<file path="src/rtl/uart_param_core.sv">
// uart_param_core
//   Full-duplex UART with runtime frame format (5..DATA_MAX data bits,
//   none/even/odd parity, 1 or 2 stop bits) and a runtime baud divisor.
//   RX oversamples 16x and samples each bit once at the middle tick.
//   RX rejects start-bit glitches and reports parity, framing and overrun errors.
//
// Ports
//   clk_i / rst_ni              system clock, async active-low reset
//   baud_div_i                  clk cycles per oversample tick (0 acts as 1)
//   n_bits_i                    data bits per frame, clamped to [5, DATA_MAX]
//   parity_mode_i               00 none, 01 even, 10 odd, 11 none
//   stop_bits_i                 0 = one stop bit, 1 = two (TX only)
//   tx_data_i/tx_valid_i        word to send and its valid strobe
//   tx_ready_o                  transmitter idle, accepts a word
//   tx_done_o                   1-cycle pulse when the last stop bit ends
//   tx_o                        serial out, idle high
//   rx_i                        serial in, asynchronous
//   rx_data_o/rx_valid_o        received word (zero-extended) and valid
//   rx_ready_i                  consumer accepts rx_data_o
//   rx_parity_err_o             parity mismatch on rx_data_o
//   rx_frame_err_o              first stop bit sampled low on rx_data_o
//   rx_overrun_o                sticky: word overwritten while still unread
//
// TX states                     RX states
//   TX_IDLE  | ready for word     RX_IDLE  | waiting for start edge / line high
//   TX_ARM   | wait first tick    RX_START | start bit, glitch check at mid
//   TX_START | start bit          RX_DATA  | data bits
//   TX_DATA  | data bits          RX_PAR   | parity bit
//   TX_PAR   | parity bit         RX_STOP  | first stop bit, completes word
//   TX_STOP1 | first stop bit
//   TX_STOP2 | second stop bit
module uart_param_core #(
  parameter int DATA_MAX = 9,
  parameter int DIV_W    = 16,
  parameter int OVS      = 16
) (
  input  logic                clk_i,
  input  logic                rst_ni,
  input  logic [DIV_W-1:0]    baud_div_i,
  input  logic [3:0]          n_bits_i,
  input  logic [1:0]          parity_mode_i,
  input  logic                stop_bits_i,
  input  logic [DATA_MAX-1:0] tx_data_i,
  input  logic                tx_valid_i,
  output logic                tx_ready_o,
  output logic                tx_done_o,
  output logic                tx_o,
  input  logic                rx_i,
  output logic [DATA_MAX-1:0] rx_data_o,
  output logic                rx_valid_o,
  input  logic                rx_ready_i,
  output logic                rx_parity_err_o,
  output logic                rx_frame_err_o,
  output logic                rx_overrun_o
);

  localparam int              PH_W    = $clog2(OVS);
  localparam logic [PH_W-1:0] PH_LAST = PH_W'(OVS - 1);
  localparam logic [PH_W-1:0] PH_MID  = PH_W'(OVS / 2 - 1);
  localparam logic [3:0]      NB_MAX  = 4'(DATA_MAX);

  // Oversample tick: down-counter, reload value sampled only at terminal count
  logic [DIV_W-1:0] tick_cnt_q;
  logic             tick;
  assign tick = (tick_cnt_q == '0);

  always_ff @(posedge clk_i or negedge rst_ni) begin
    if (!rst_ni)                 tick_cnt_q <= '0;
    else if (tick)               tick_cnt_q <= (baud_div_i == '0) ? '0 : baud_div_i - DIV_W'(1);
    else                         tick_cnt_q <= tick_cnt_q - DIV_W'(1);
  end

  // Frame-format decode shared by both directions
  logic [3:0]          nb_eff;
  logic                par_en, par_odd;
  logic [DATA_MAX-1:0] tx_masked;
  always_comb begin
    if (n_bits_i < 4'd5)        nb_eff = 4'd5;
    else if (n_bits_i > NB_MAX) nb_eff = NB_MAX;
    else                        nb_eff = n_bits_i;
    tx_masked = '0;
    for (int i = 0; i < DATA_MAX; i++)
      if (4'(i) < nb_eff) tx_masked[i] = tx_data_i[i];
  end
  assign par_en  = (parity_mode_i == 2'b01) || (parity_mode_i == 2'b10);
  assign par_odd = (parity_mode_i == 2'b10);

  // ---------------- TX ----------------
  typedef enum logic [2:0] {
    TX_IDLE, TX_ARM, TX_START, TX_DATA, TX_PAR, TX_STOP1, TX_STOP2
  } tx_st_e;

  tx_st_e              tx_st_q;
  logic [PH_W-1:0]     tx_ph_q;
  logic [DATA_MAX-1:0] tx_sh_q;
  logic [3:0]          tx_left_q;
  logic                tx_par_q, tx_par_en_q, tx_stop2_q;
  logic                tx_q, tx_ready_q, tx_done_q;

  always_ff @(posedge clk_i or negedge rst_ni) begin
    if (!rst_ni) begin
      tx_st_q     <= TX_IDLE;
      tx_ph_q     <= '0;
      tx_sh_q     <= '0;
      tx_left_q   <= '0;
      tx_par_q    <= 1'b0;
      tx_par_en_q <= 1'b0;
      tx_stop2_q  <= 1'b0;
      tx_q        <= 1'b1;
      tx_ready_q  <= 1'b1;
      tx_done_q   <= 1'b0;
    end else begin
      tx_done_q <= 1'b0;
      case (tx_st_q)
        TX_IDLE: begin
          if (tx_valid_i && tx_ready_q) begin
            tx_sh_q     <= tx_masked;
            tx_left_q   <= nb_eff;
            tx_par_q    <= (^tx_masked) ^ par_odd;
            tx_par_en_q <= par_en;
            tx_stop2_q  <= stop_bits_i;
            tx_ready_q  <= 1'b0;
            tx_st_q     <= TX_ARM;
          end
        end
        TX_ARM: begin
          if (tick) begin
            tx_q    <= 1'b0;
            tx_ph_q <= '0;
            tx_st_q <= TX_START;
          end
        end
        default: begin
          if (tick) begin
            if (tx_ph_q != PH_LAST) begin
              tx_ph_q <= tx_ph_q + PH_W'(1);
            end else begin
              tx_ph_q <= '0;
              // tx_left_q counts data bits still to be shifted out
              if ((tx_st_q == TX_START) || (tx_st_q == TX_DATA && tx_left_q != 4'd0)) begin
                tx_q      <= tx_sh_q[0];
                tx_sh_q   <= tx_sh_q >> 1;
                tx_left_q <= tx_left_q - 4'd1;
                tx_st_q   <= TX_DATA;
              end else if (tx_st_q == TX_DATA && tx_par_en_q) begin
                tx_q    <= tx_par_q;
                tx_st_q <= TX_PAR;
              end else if (tx_st_q == TX_DATA || tx_st_q == TX_PAR) begin
                tx_q    <= 1'b1;
                tx_st_q <= TX_STOP1;
              end else if (tx_st_q == TX_STOP1 && tx_stop2_q) begin
                tx_st_q <= TX_STOP2;
              end else begin
                tx_st_q    <= TX_IDLE;
                tx_ready_q <= 1'b1;
                tx_done_q  <= 1'b1;
              end
            end
          end
        end
      endcase
    end
  end

  assign tx_o       = tx_q;
  assign tx_ready_o = tx_ready_q;
  assign tx_done_o  = tx_done_q;

  // ---------------- RX ----------------
  typedef enum logic [2:0] {RX_IDLE, RX_START, RX_DATA, RX_PAR, RX_STOP} rx_st_e;

  logic                rx_s1_q, rx_s2_q, rx_prev_q;
  rx_st_e              rx_st_q;
  logic                rx_armed_q;
  logic [PH_W-1:0]     rx_ph_q;
  logic [DATA_MAX-1:0] rx_sh_q;
  logic [3:0]          rx_idx_q, rx_nb_q;
  logic                rx_par_en_q, rx_odd_q, rx_par_q, rx_perr_q;
  logic [DATA_MAX-1:0] rx_data_q;
  logic                rx_valid_q, rx_perr_out_q, rx_ferr_q, rx_ovr_q;
  logic                rx_sample;

  assign rx_sample = tick && (rx_ph_q == PH_MID);

  always_ff @(posedge clk_i or negedge rst_ni) begin
    if (!rst_ni) begin
      rx_s1_q   <= 1'b1;
      rx_s2_q   <= 1'b1;
      rx_prev_q <= 1'b1;
    end else begin
      rx_s1_q   <= rx_i;
      rx_s2_q   <= rx_s1_q;
      rx_prev_q <= rx_s2_q;
    end
  end

  always_ff @(posedge clk_i or negedge rst_ni) begin
    if (!rst_ni) begin
      rx_st_q       <= RX_IDLE;
      rx_armed_q    <= 1'b0;
      rx_ph_q       <= '0;
      rx_sh_q       <= '0;
      rx_idx_q      <= '0;
      rx_nb_q       <= 4'd5;
      rx_par_en_q   <= 1'b0;
      rx_odd_q      <= 1'b0;
      rx_par_q      <= 1'b0;
      rx_perr_q     <= 1'b0;
      rx_data_q     <= '0;
      rx_valid_q    <= 1'b0;
      rx_perr_out_q <= 1'b0;
      rx_ferr_q     <= 1'b0;
      rx_ovr_q      <= 1'b0;
    end else begin
      if (rx_valid_q && rx_ready_i) begin
        rx_valid_q <= 1'b0;
        rx_ovr_q   <= 1'b0;
      end
      if (tick) rx_ph_q <= (rx_ph_q == PH_LAST) ? '0 : rx_ph_q + PH_W'(1);
      case (rx_st_q)
        RX_IDLE: begin
          // after a framing error the line must be seen high before a new edge counts
          if (!rx_armed_q) begin
            rx_armed_q <= rx_s2_q;
          end else if (rx_prev_q && !rx_s2_q) begin
            rx_ph_q     <= '0;
            rx_sh_q     <= '0;
            rx_idx_q    <= '0;
            rx_nb_q     <= nb_eff;
            rx_par_en_q <= par_en;
            rx_odd_q    <= par_odd;
            rx_par_q    <= 1'b0;
            rx_perr_q   <= 1'b0;
            rx_st_q     <= RX_START;
          end
        end
        RX_START: if (rx_sample) rx_st_q <= rx_s2_q ? RX_IDLE : RX_DATA;
        RX_DATA: begin
          if (rx_sample) begin
            rx_sh_q[rx_idx_q] <= rx_s2_q;
            rx_par_q          <= rx_par_q ^ rx_s2_q;
            rx_idx_q          <= rx_idx_q + 4'd1;
            if (rx_idx_q == rx_nb_q - 4'd1) rx_st_q <= rx_par_en_q ? RX_PAR : RX_STOP;
          end
        end
        RX_PAR: begin
          if (rx_sample) begin
            rx_perr_q <= rx_s2_q ^ rx_par_q ^ rx_odd_q;
            rx_st_q   <= RX_STOP;
          end
        end
        RX_STOP: begin
          if (rx_sample) begin
            rx_data_q     <= rx_sh_q;
            rx_perr_out_q <= rx_perr_q;
            rx_ferr_q     <= !rx_s2_q;
            rx_valid_q    <= 1'b1;
            rx_armed_q    <= rx_s2_q;
            if (rx_valid_q && !rx_ready_i) rx_ovr_q <= 1'b1;
            rx_st_q       <= RX_IDLE;
          end
        end
        default: rx_st_q <= RX_IDLE;
      endcase
    end
  end

  assign rx_data_o       = rx_data_q;
  assign rx_valid_o      = rx_valid_q;
  assign rx_parity_err_o = rx_perr_out_q;
  assign rx_frame_err_o  = rx_ferr_q;
  assign rx_overrun_o    = rx_ovr_q;

endmodule

</file>
<file path="config.mk">
export PLATFORM = sky130hd
export DESIGN_NAME = uart_param_core
export DESIGN_NICKNAME = d
export VERILOG_FILES = /design/src/rtl/uart_param_core.sv
export SDC_FILE = /design/constraint.sdc
export NUM_CORES = 1
export LEC_CHECK = 0
export BUFFER_PORTS_ARGS = -buffer_cell sky130_fd_sc_hd__buf_2
export CORE_AREA = 4 4 93 95
export DETAILED_ROUTE_END_ITERATION = 12
export DIE_AREA = 0 0 97 99
export HOLD_SLACK_MARGIN = 0.05
export PLACE_DENSITY_LB_ADDON = 0.25
export SLEW_MARGIN = 10
export SYNTH_ARGS = -nofsm -noshare
export SYNTH_HDL_FRONTEND = slang
export SYNTH_SLANG_ARGS = --single-unit
</file>
<file path="constraint.sdc">
create_clock -name clk_i -period 5.5 [get_ports clk_i]
set_clock_uncertainty 0.15 [all_clocks]
set_input_delay 0 -clock clk_i [delete_from_list [all_inputs] [get_ports clk_i]]
set_output_delay 0 -clock clk_i [all_outputs]
set_load 0.01 [all_outputs]
</file>
==> reports/results.ini, run 1 <==
[status]
status = finished clean

[final_layout]
area_growth_pct = 19.9
antenna_cells = 0
drive_gt1_share_pct = 18.8
finish.instance_area_sq_um = 5790
final_cell_mix = 80 x dfrtp_1, 51 x buf_2, 49 x nand2_1, 47 x dlygate4sd3_1, 36 x o21ai_0
final_cells = 693
final_common_cell = dfrtp_1
nets = 634
final_util_pct = 74.9

[synthesis]
syn_inst = 499
async_reset_ff_share_pct = 100
synth_top_area_cell = dfrtp_1
syn_area_sq_um = 4830
synth_seq_cells = 87
yosysWarningCount = 0
syn_avg_cell_area_sq_um = 9.67
yosys-top-cells-area = dfrtp_1 41%, xnor2_1 4.2%, dfstp_2 3.8%
synth_top_area_share_pct = 41.5
synth_enable_flop_cells = 0
synth_ff_type = dfrtp_1
ys_seq_area_share_pct = 45.3
syn-num-nets = 547
yosysUniqueCellTypes = 64

[routing]
drt_wl_total_um = 11000
route.met2.wl_um = 5400
vias_per_cell = 5.99
wl_met3_um = 431
vias = 4151
wl_per_cell_um = 15.9
drtIter0Drc = 200
highest_layer = met4
route.antenna.remaining_nets = 0
drtPass1Iterations = 4
wl_met1_um = 4740
drc = 0

[grt]
grt_max_degree = 88
grt_pass1_vias = 4184
grtUsageTotal_pct = 23.9
grt_pass1_wl_um = 19000
antenna_found_initial = 0
overflow = 0

[die]
initial_core_util_pct = 62.5
core.rowCount = 32
die_area_sq_um = 9600
ios = 53
die_w_um = 97
design.core.area_sq_um = 7730
fp.dieH_um = 99

[run]
maxCapViolations = 0

[worst_setup_path]
crit_path_end_kind = flop
path_class = in -> reg
cp_data_required_time_ns = 5.64
cp.arrival_ns = 3.74
cp-start-kind = input port
cp_max_fo = 9

[clock_tree]
cts_tree = built
root_buffer = clkbuf_8
clock-sinks = 87
cts_buffers = 9
post_cts_buffers = 0
cts_max_level = 3
path_clk_slew_ns = 0.09
cts_buffer_depth = 2
clk_latency_ns = 0.36

[sta]
layout_setup_ws_ns = 1.90
max_freq_mhz = 278
fin_crit_ns = 3.60
finalHoldViolations = 0
hold_slack_ns = 0.162
rsz0062_at_grt = no
tns_ns = 0
slew_headroom_pct = 28.4
drv_slew = 0
tightestPinTransition_ns = 1.07
fin_crit_sh_pct = 65.4
setup_viol = 0

[pwr]
p_per_area_nw_per_um2 = 246
ir_drop_v = 0.000145
power.total_mw = 1.42
p_leak_nw = 2.57

[placement]
place_ws_ns = 2.41
placedCellCount = 630
dpl.hpwl_um = 7170
port_buffers = 52
place.gp.congestion = 0.857
placed_cell_area_sq_um = 5130

[min_path]
min_path_type = in -> reg

==> per-layer routing <==
| layer | up-vias | global-route usage (%) |
|---|---|---|
| met5 | - | 0 |
| met4 | 0 | 12.3 |
| met3 | 41 | 3.68 |
| met2 | 118 | 40.6 |
| met1 | 2001 | 29.7 |
| li1 | 1991 | - |
==> worst paths after layout <==
kind	depth (start not counted)	slack [ns]	start	endpoint
setup / recovery	9	1.90	baud_div_i[6]	tick_cnt_q[11]
max in group asynchronous	2	4.28	rst_ni	tx_sh_q[8]
setup reg to reg	8	2.08	tick_cnt_q[0]	tx_sh_q[2]
min in group asynchronous	2	0.23	rst_ni	tick_cnt_q[3]
hold reg to reg	0	0.20	rx_s1_q	rx_s2_q
hold / removal	2	0.16	rx_i	rx_s1_q
==> power breakdown <==
part           switching [mW]  total (mW)  internal, mW
combinational           0.116       0.252         0.136
sequential             0.0536       0.754         0.701
clock                   0.226       0.416         0.190
total                   0.395        1.42          1.03
==> cells by family after synthesis <==
logic type	count (synthesis)	synth area share, %
simple gates	164	18.0
compound gates	137	19.0
flops	87	45.3
buf+inv	47	3.91
xor+xnor	37	7.29
mux	16	3.66
fa+ha+maj	11	2.85
==> synth_stat cells, drive strengths merged, types with 2 or more instances <==
cell type  instances
a22o               3
nand2             50
nor2b              9
a21oi             22
or3b               2
nand4              3
or3                9
o211ai             3
a21o               2
nor4               8
a31oi             11
and3b              2
a41o               6
clkbuf            22
a31o               6
o22ai             12
buf                5
o31ai              4
a21bo              2
nor3b              4
mux2i              3
or4b               2
nand4b             2
xnor3              2
nor3              19
or4                4
dfrtp             80
a211oi             2
nand3             13
o2bb2ai            2
mux2              13
o21a               2
dfstp              7
xor2              12
nor2              27
o31a               5
o21ai             39
inv               20
a2bb2oi            6
ha                11
xnor2             23
and4               2
nand2b             5
==> registers in the layout, summed over array words and instances, names as in the netlist, 3 cells and up, named ones only <==
name        count
rx_data_o       9
rx_idx_q        4
rx_nb_q         4
rx_ph_q         4
rx_sh_q         9
rx_st_q         3
tick_cnt_q     16
tx_left_q       4
tx_ph_q         4
tx_sh_q         9
tx_st_q         3
==> critical path, stage by stage <==
cell and delay, ns:
dlygate4sd3_1 0.56, buf_2 0.15, or4_4 0.56, or4_1 0.59, or3_1 0.42, xor2_1 0.14
dlygate4sd3_1 0.56, o22ai_1 0.16, dlygate4sd3_1 0.59
==> what timing repair did <==
action                    CTS  global route
hold endpoints to repair  121             0
resized for setup           0             0
hold buffers               47             0
==> layout make-up <==
type | instances | area (sq um)
Clock buffer | 12 | 155
Sequential cell | 87 | 2190
Clock inverter | 4 | 30.0
Inverter | 20 | 75.1
Tap cell | 102 | 128
Timing Repair Buffer | 103 | 763
Multi-Input combinational cell | 365 | 2450
Fill cell | 545 | 1940
Power figures use the tool's default switching activity.
==> inputs of run 2 (changes only) <==
--- a/config.mk
+++ b/config.mk
@@ -6,9 +6,9 @@
 export NUM_CORES = 1
 export LEC_CHECK = 0
 export BUFFER_PORTS_ARGS = -buffer_cell sky130_fd_sc_hd__buf_2
-export CORE_AREA = 4 4 93 95
+export CORE_AREA = 4 4 96 98
 export DETAILED_ROUTE_END_ITERATION = 12
-export DIE_AREA = 0 0 97 99
+export DIE_AREA = 0 0 100 102
 export HOLD_SLACK_MARGIN = 0.05
 export PLACE_DENSITY_LB_ADDON = 0.25
 export SLEW_MARGIN = 10
==> constraint.sdc (replaced) <==
create_clock -name clk_i -period 3.4 [get_ports clk_i]
set_clock_uncertainty 0.15 [all_clocks]
set_input_delay 0 -clock clk_i [delete_from_list [all_inputs] [get_ports clk_i]]
set_output_delay 0 -clock clk_i [all_outputs]
set_load 0.01 [all_outputs]
==> run 2 against run 1 <==
First-iteration DRC count up 35%. Core utilization down 4.9 points. Global-route usage down 0.29 points. Die area up 6.2%. Largest power group unchanged.
==> reports/results.ini, run 2 (synthesized netlist as in run 1, its figures left out) <==
[status]
status = finished clean

[worst_setup_path]
cp_data_required_time_ns = 3.50  ; -2.14 ns
cp-start-kind = input port
worstPathCellList = dlygate4sd3_1, buf_2, or4_4, or4_4, nor4_1, xnor2_1, dlygate4sd3_1, o21ai_1, dlygate4sd3_1
path_class = in -> reg
cpMaxStageDelayCell = dlygate4sd3_1
r2r_cells = 9  ; +1
cp_max_fo = 9  ; unchanged
crit_family = buffers and inverters
cp.arrival_ns = 3.39  ; -0.35 ns
reg2reg_to = tick_cnt_q[4]
cpPeakStageDelay_ns = 0.58  ; about the same
r2r_slack_ns = 0.37  ; -1.71 ns
cpMostUsedCell = dlygate4sd3_1
crit_path_end_kind = flop
r2r-start = tick_cnt_q[0]
critical_path_depth = 9  ; unchanged
critPathBufInv = 4  ; unchanged

[placement]
placed_cell_area_sq_um = 5180  ; +1.0%
place.gp.congestion = 0.874  ; +2.0%
dpl.hpwl_um = 7410  ; +3.3%
port_buffers = 52  ; unchanged

[clock_tree]
root_buffer = clkbuf_8
clk_latency_ns = 0.36  ; about the same
cts_buffers = 9  ; unchanged
path_clk_slew_ns = 0.10  ; about the same
cts_buffer_depth = 2  ; unchanged
post_cts_buffers = 0  ; unchanged
cts_tree = built
cts_max_level = 3  ; unchanged
clock-sinks = 87  ; unchanged

[sta]
fin_crit_ns = 3.29
setup_viol = 0  ; unchanged
slew_headroom_pct = 27.8  ; -0.64 points
tns_ns = 0  ; unchanged
max_freq_mhz = 304
drv_slew = 0  ; unchanged
tightestPinTransition_ns = 1.08  ; +0.00966 ns
fin_crit_sh_pct = 96.7
finalHoldViolations = 0  ; unchanged
rsz0062_at_grt = no

[routing]
route.antenna.remaining_nets = 0  ; unchanged
drtPass1Iterations = 4  ; unchanged
vias_per_cell = 5.94  ; -0.82%
vias = 4212  ; +1.5%
drtIter0Drc = 269  ; +35%
drc = 0  ; unchanged
wl_per_cell_um = 15.8  ; -0.42%
drt_wl_total_um = 11200  ; +1.9%

[grt]
overflow = 0  ; unchanged
grtUsageTotal_pct = 23.6  ; -0.29 points
grt_max_degree = 88  ; unchanged
grt_pass1_wl_um = 19500  ; +2.7%
antenna_found_initial = 1  ; +1
grt_pass1_vias = 4156  ; -0.67%

[min_path]
min_path_type = in -> reg
worstHoldStart = n_bits_i[2]
whs_path_depth = 3  ; +1
whs_endpoint = tx_sh_q[8]

[final_layout]
fillers = 621  ; +14%
seq_area_sq_um = 2190  ; unchanged
drive_gt1_share_pct = 20.0  ; +1.2 points
area_growth_pct = 22.8
final_cell_mix = 80 x dfrtp_1, 51 x buf_2, 49 x nand2_1, 49 x dlygate4sd3_1, 36 x o21ai_0
nets = 643  ; +1.4%
final_common_cell = dfrtp_1
finish.instance_area_sq_um = 5930  ; +2.4%
multi_input_area_sq_um = 2460  ; +0.36%
max_flop_register = tick_cnt_q
largest_reg_flops = 16  ; unchanged

[die]
die_w_um = 100  ; +3.1%
ios = 53  ; unchanged
core.rowCount = 34  ; +6.3%
die_area_sq_um = 10200  ; +6.2%
fp.dieH_um = 102  ; +3.0%
design.core.area_sq_um = 8470  ; +9.6%
initial_core_util_pct = 57.0  ; -5.4 points

[run]
maxCapViolations = 0  ; unchanged

[pwr]
p_leak_nw = 2.63  ; +2.6%
p_per_area_nw_per_um2 = 415  ; +69%
ir_drop_v = 0.000234  ; +61%

run 2: cell types whose count changed in the layout (fill, tap and decap cells not counted), moves of 2 or more:
| cell | previous run | this run |
|---|---|---|
| buf_4 | 5 | 11 |
| clkbuf_8 | 11 | 9 |
| inv_6 | 0 | 3 |
| dlygate4sd3_1 | 47 | 49 |
| bufinv_16 | 0 | 2 |
run 2: area by class of cell:
cell class,instances,share of cell area (%)
inverter,20,1.27
clock buffer,9,2.09
antenna,1,0.0422
clock inverter,7,1.73
tap,108,2.28
multi-input combinational,365,41.5
timing repair buffer,112,14.2
sequential,87,36.9
run 2: where the power goes:
| part | total (mW) | leakage [nW] | switching [mW] | internal (mW) |
|---|---|---|---|---|
| sequential | 1.22 | 1.08 | 0.0896 | 1.13 |
| clock | 0.818 | 0.111 | 0.395 | 0.423 |
| combinational | 0.417 | 1.44 | 0.190 | 0.227 |
| total | 2.46 | 2.63 | 0.675 | 1.78 |
run 2: metal layers:
metal  track usage (%)  vias to the layer above  wire (um)
li1                  -                     2021          -
met1              31.6                     2060       4900
met2              39.3                      111       5600
met3              4.03                       20        461
met4              8.39                        0        238
met5                 0                        -          0
run 2: repair_timing:
action,CTS,global route
gates resized for setup,0,3
hold endpoints to repair,120,0
endpoints found under the setup margin,0,3
hold buffers,50,0
run 2: tightest hold or removal path: cells and delay by family:
kind | cells | cell delay [ns]
buffers and inverters | 1 | 0.12
AOI/OAI and AO/OA | 2 | 0.40
run 2: worst max-delay path by stage:
| stage | startpoint | end | slack [ns] |
|---|---|---|---|
| after global routing | tick_cnt_q[0] | tick_cnt_q[4] | 0.04 |
| after detailed placement | tick_cnt_q[0] | rx_par_q | 0.60 |
| final | baud_div_i[6] | tick_cnt_q[12] | 0.11 |
| after global placement | tick_cnt_q[0] | tx_sh_q[7] | 0.73 |
| after floorplan | tick_cnt_q[0] | rx_sh_q[8] | 0.86 |
| after CTS | baud_div_i[6] | tick_cnt_q[11] | 0.01 |
run 2: per-stage QoR:
stage / util, % / std cells / power [mW] / worst slack, ns / hold slack (ns)
2_1_floorplan: - / 499 / 1.48 / 0.864 / -0.446
3_3_place_gp: 61.2 / 642 / 1.58 / 0.727 / -0.0417
3_5_place_dp: 61.2 / 642 / 1.60 / 0.604 / -0.0351
4_1_cts: 69.8 / 708 / 2.47 / 0.0136 / 0.0558
5_1_grt: 70.0 / 709 / 2.59 / 0.0381 / 0.0893
6_report: 70.0 / 709 / 2.46 / 0.112 / 0.0615
==> inputs of run 3 (changes only) <==
--- a/config.mk
+++ b/config.mk
@@ -10,7 +10,7 @@
 export DETAILED_ROUTE_END_ITERATION = 12
 export DIE_AREA = 0 0 100 102
 export HOLD_SLACK_MARGIN = 0.05
-export PLACE_DENSITY_LB_ADDON = 0.25
+export PLACE_DENSITY = 0.81
 export SLEW_MARGIN = 10
 export SYNTH_ARGS = -nofsm -noshare
 export SYNTH_HDL_FRONTEND = slang
==> run 3 against run 2 <==
Critical path depth unchanged. Clock power down 10%. Total power shrank 3.6%. Register-to-register slack got worse by 0.05 ns. Sequential power is essentially flat. Fmax is 2.1% lower. Die area did not move. Largest cell class unchanged. Largest power group unchanged. Highest routed layer unchanged.
==> reports/results.ini, run 3 (synthesized netlist as in run 1, its figures left out) <==
[sta]
drv_slew = 0  ; unchanged
tns_ns = 0  ; unchanged
finalHoldViolations = 0  ; unchanged
setup_viol = 0  ; unchanged
fin_crit_ns = 3.36  ; +0.0708 ns
rsz0062_at_grt = yes
tightestPinTransition_ns = 1.07  ; -0.0124 ns
fin_crit_sh_pct = 98.8  ; +2.1 points
hold_slack_ns = 0.127  ; +0.0658 ns
max_freq_mhz = 298  ; -2.1%
slew_headroom_pct = 28.6  ; +0.82 points

[routing]
drc = 0  ; unchanged
drtPass1Iterations = 7  ; +3
vias = 4286  ; +1.8%
drt_wl_total_um = 11600  ; +3.6%
wl_per_cell_um = 16.4  ; +3.9%
route.antenna.remaining_nets = 0  ; unchanged
drtIter0Drc = 364  ; +35%
vias_per_cell = 6.06  ; +2.0%

[pwr]
p_leak_nw = 2.62  ; -0.58%
ir_drop_v = 0.000227  ; -3.2%
p_per_area_nw_per_um2 = 403  ; -2.9%

[worst_setup_path]
cp_data_required_time_ns = 3.54  ; +0.04 ns
crit_path_end_kind = flop
path_class = in -> reg
cp-start-kind = input port
cp.arrival_ns = 3.50  ; +0.11 ns
cp_max_fo = 9  ; unchanged

[clock_tree]
path_clk_slew_ns = 0.08  ; -0.02 ns
cts_max_level = 3  ; unchanged
clk_latency_ns = 0.35  ; about the same
cts_tree = built
root_buffer = clkbuf_8
cts_buffers = 9  ; unchanged
clock-sinks = 87  ; unchanged
post_cts_buffers = 0  ; unchanged
cts_buffer_depth = 2  ; unchanged

[die]
design.core.area_sq_um = 8470  ; unchanged
core.rowCount = 34  ; unchanged
initial_core_util_pct = 57.0  ; unchanged
die_area_sq_um = 10200  ; unchanged
ios = 53  ; unchanged
die_w_um = 100  ; unchanged
fp.dieH_um = 102  ; unchanged

[final_layout]
final_common_cell = dfrtp_1
final_cell_mix = 80 x dfrtp_1, 51 x buf_2, 50 x dlygate4sd3_1, 49 x nand2_1, 36 x o21ai_0
largest_reg_flops = 16  ; unchanged
seq_area_sq_um = 2190  ; unchanged
max_flop_register = tick_cnt_q
drive_gt1_share_pct = 19.5  ; -0.47 points
fillers = 606  ; -2.4%
area_growth_pct = 21.9
multi_input_area_sq_um = 2450  ; -0.20%
antenna_cells = 0  ; -1
nets = 642  ; -0.16%

[grt]
grtUsageTotal_pct = 24.2  ; +0.57 points
grt_pass1_vias = 4302  ; +3.5%
grt_max_degree = 88  ; unchanged
antenna_found_initial = 0  ; -1
grt_pass1_wl_um = 20100  ; +2.9%
overflow = 0  ; unchanged

[placement]
place.gp.congestion = 0.825  ; -5.6%
port_buffers = 52  ; unchanged
dpl.hpwl_um = 7470  ; +0.81%

[status]
status = finished clean

[run]
maxCapViolations = 0  ; unchanged

[min_path]
min_path_type = in -> reg

## run 3: report_power, final
part | internal, mW | switching (mW) | total (mW)
Clock | 0.377 | 0.356 | 0.733
Combinational | 0.222 | 0.191 | 0.413
Sequential | 1.13 | 0.0900 | 1.22
Total | 1.73 | 0.638 | 2.37
## run 3: worst paths after layout
kind	from	to	slack, ns	cells past startpoint
min	n_bits_i[2]	tx_left_q[1]	0.13	5
max	baud_div_i[4]	tick_cnt_q[11]	0.04	9
max reg2reg	tick_cnt_q[0]	tick_cnt_q[0]	0.32	8
min in group asynchronous	rst_ni	asynchronous set/reset pin	0.23	2
max in group asynchronous	rst_ni	tx_ph_q[2]	2.18	2
min reg2reg	rx_s1_q	rx_s2_q	0.21	0
## run 3: worst max-delay path: stages
cell and delay (ns):
dlygate4sd3_1 0.55, buf_2 0.16, or4_4 0.55, or4_4 0.50, or3_1 0.38, xor2_1 0.14, dlygate4sd3_1 0.55, o22ai_1 0.11
dlygate4sd3_1 0.55
## run 3: repair_timing
action / in CTS / in global routing
resized for setup: 0 / 1
hold buffers: 50 / 0
hold endpoints to repair: 121 / 0
endpoints found under the setup margin: 0 / 2
## run 3: cell type report
type	instances	share of cell area [%]
Clock inverter	4	0.766
Tap cell	108	2.30
Inverter	20	1.28
Clock buffer	12	2.64
Multi-Input combinational cell	365	41.7
Timing Repair Buffer	111	14.1
Sequential cell	87	37.2
## run 3: layer usage
layer	wire, um	global-route usage (%)	vias up
met5	0	0	-
li1	-	-	2010
met1	4850	30.5	2082
met2	5810	41.4	159
met3	654	5.67	35
met4	282	8.19	0
## run 3: through the flow
stage	power (mW)	setup slack, ns	instance area [sq um]	utilization (%)	cells
after floorplan	1.48	0.864	4830	-	499
after global placement	1.57	0.755	5180	61.2	641
after detailed placement	1.59	0.559	5180	61.2	641
after CTS	2.38	0.0234	5880	69.4	707
after global routing	2.49	-0.0438	5880	69.5	707
final	2.37	0.0410	5880	69.5	707
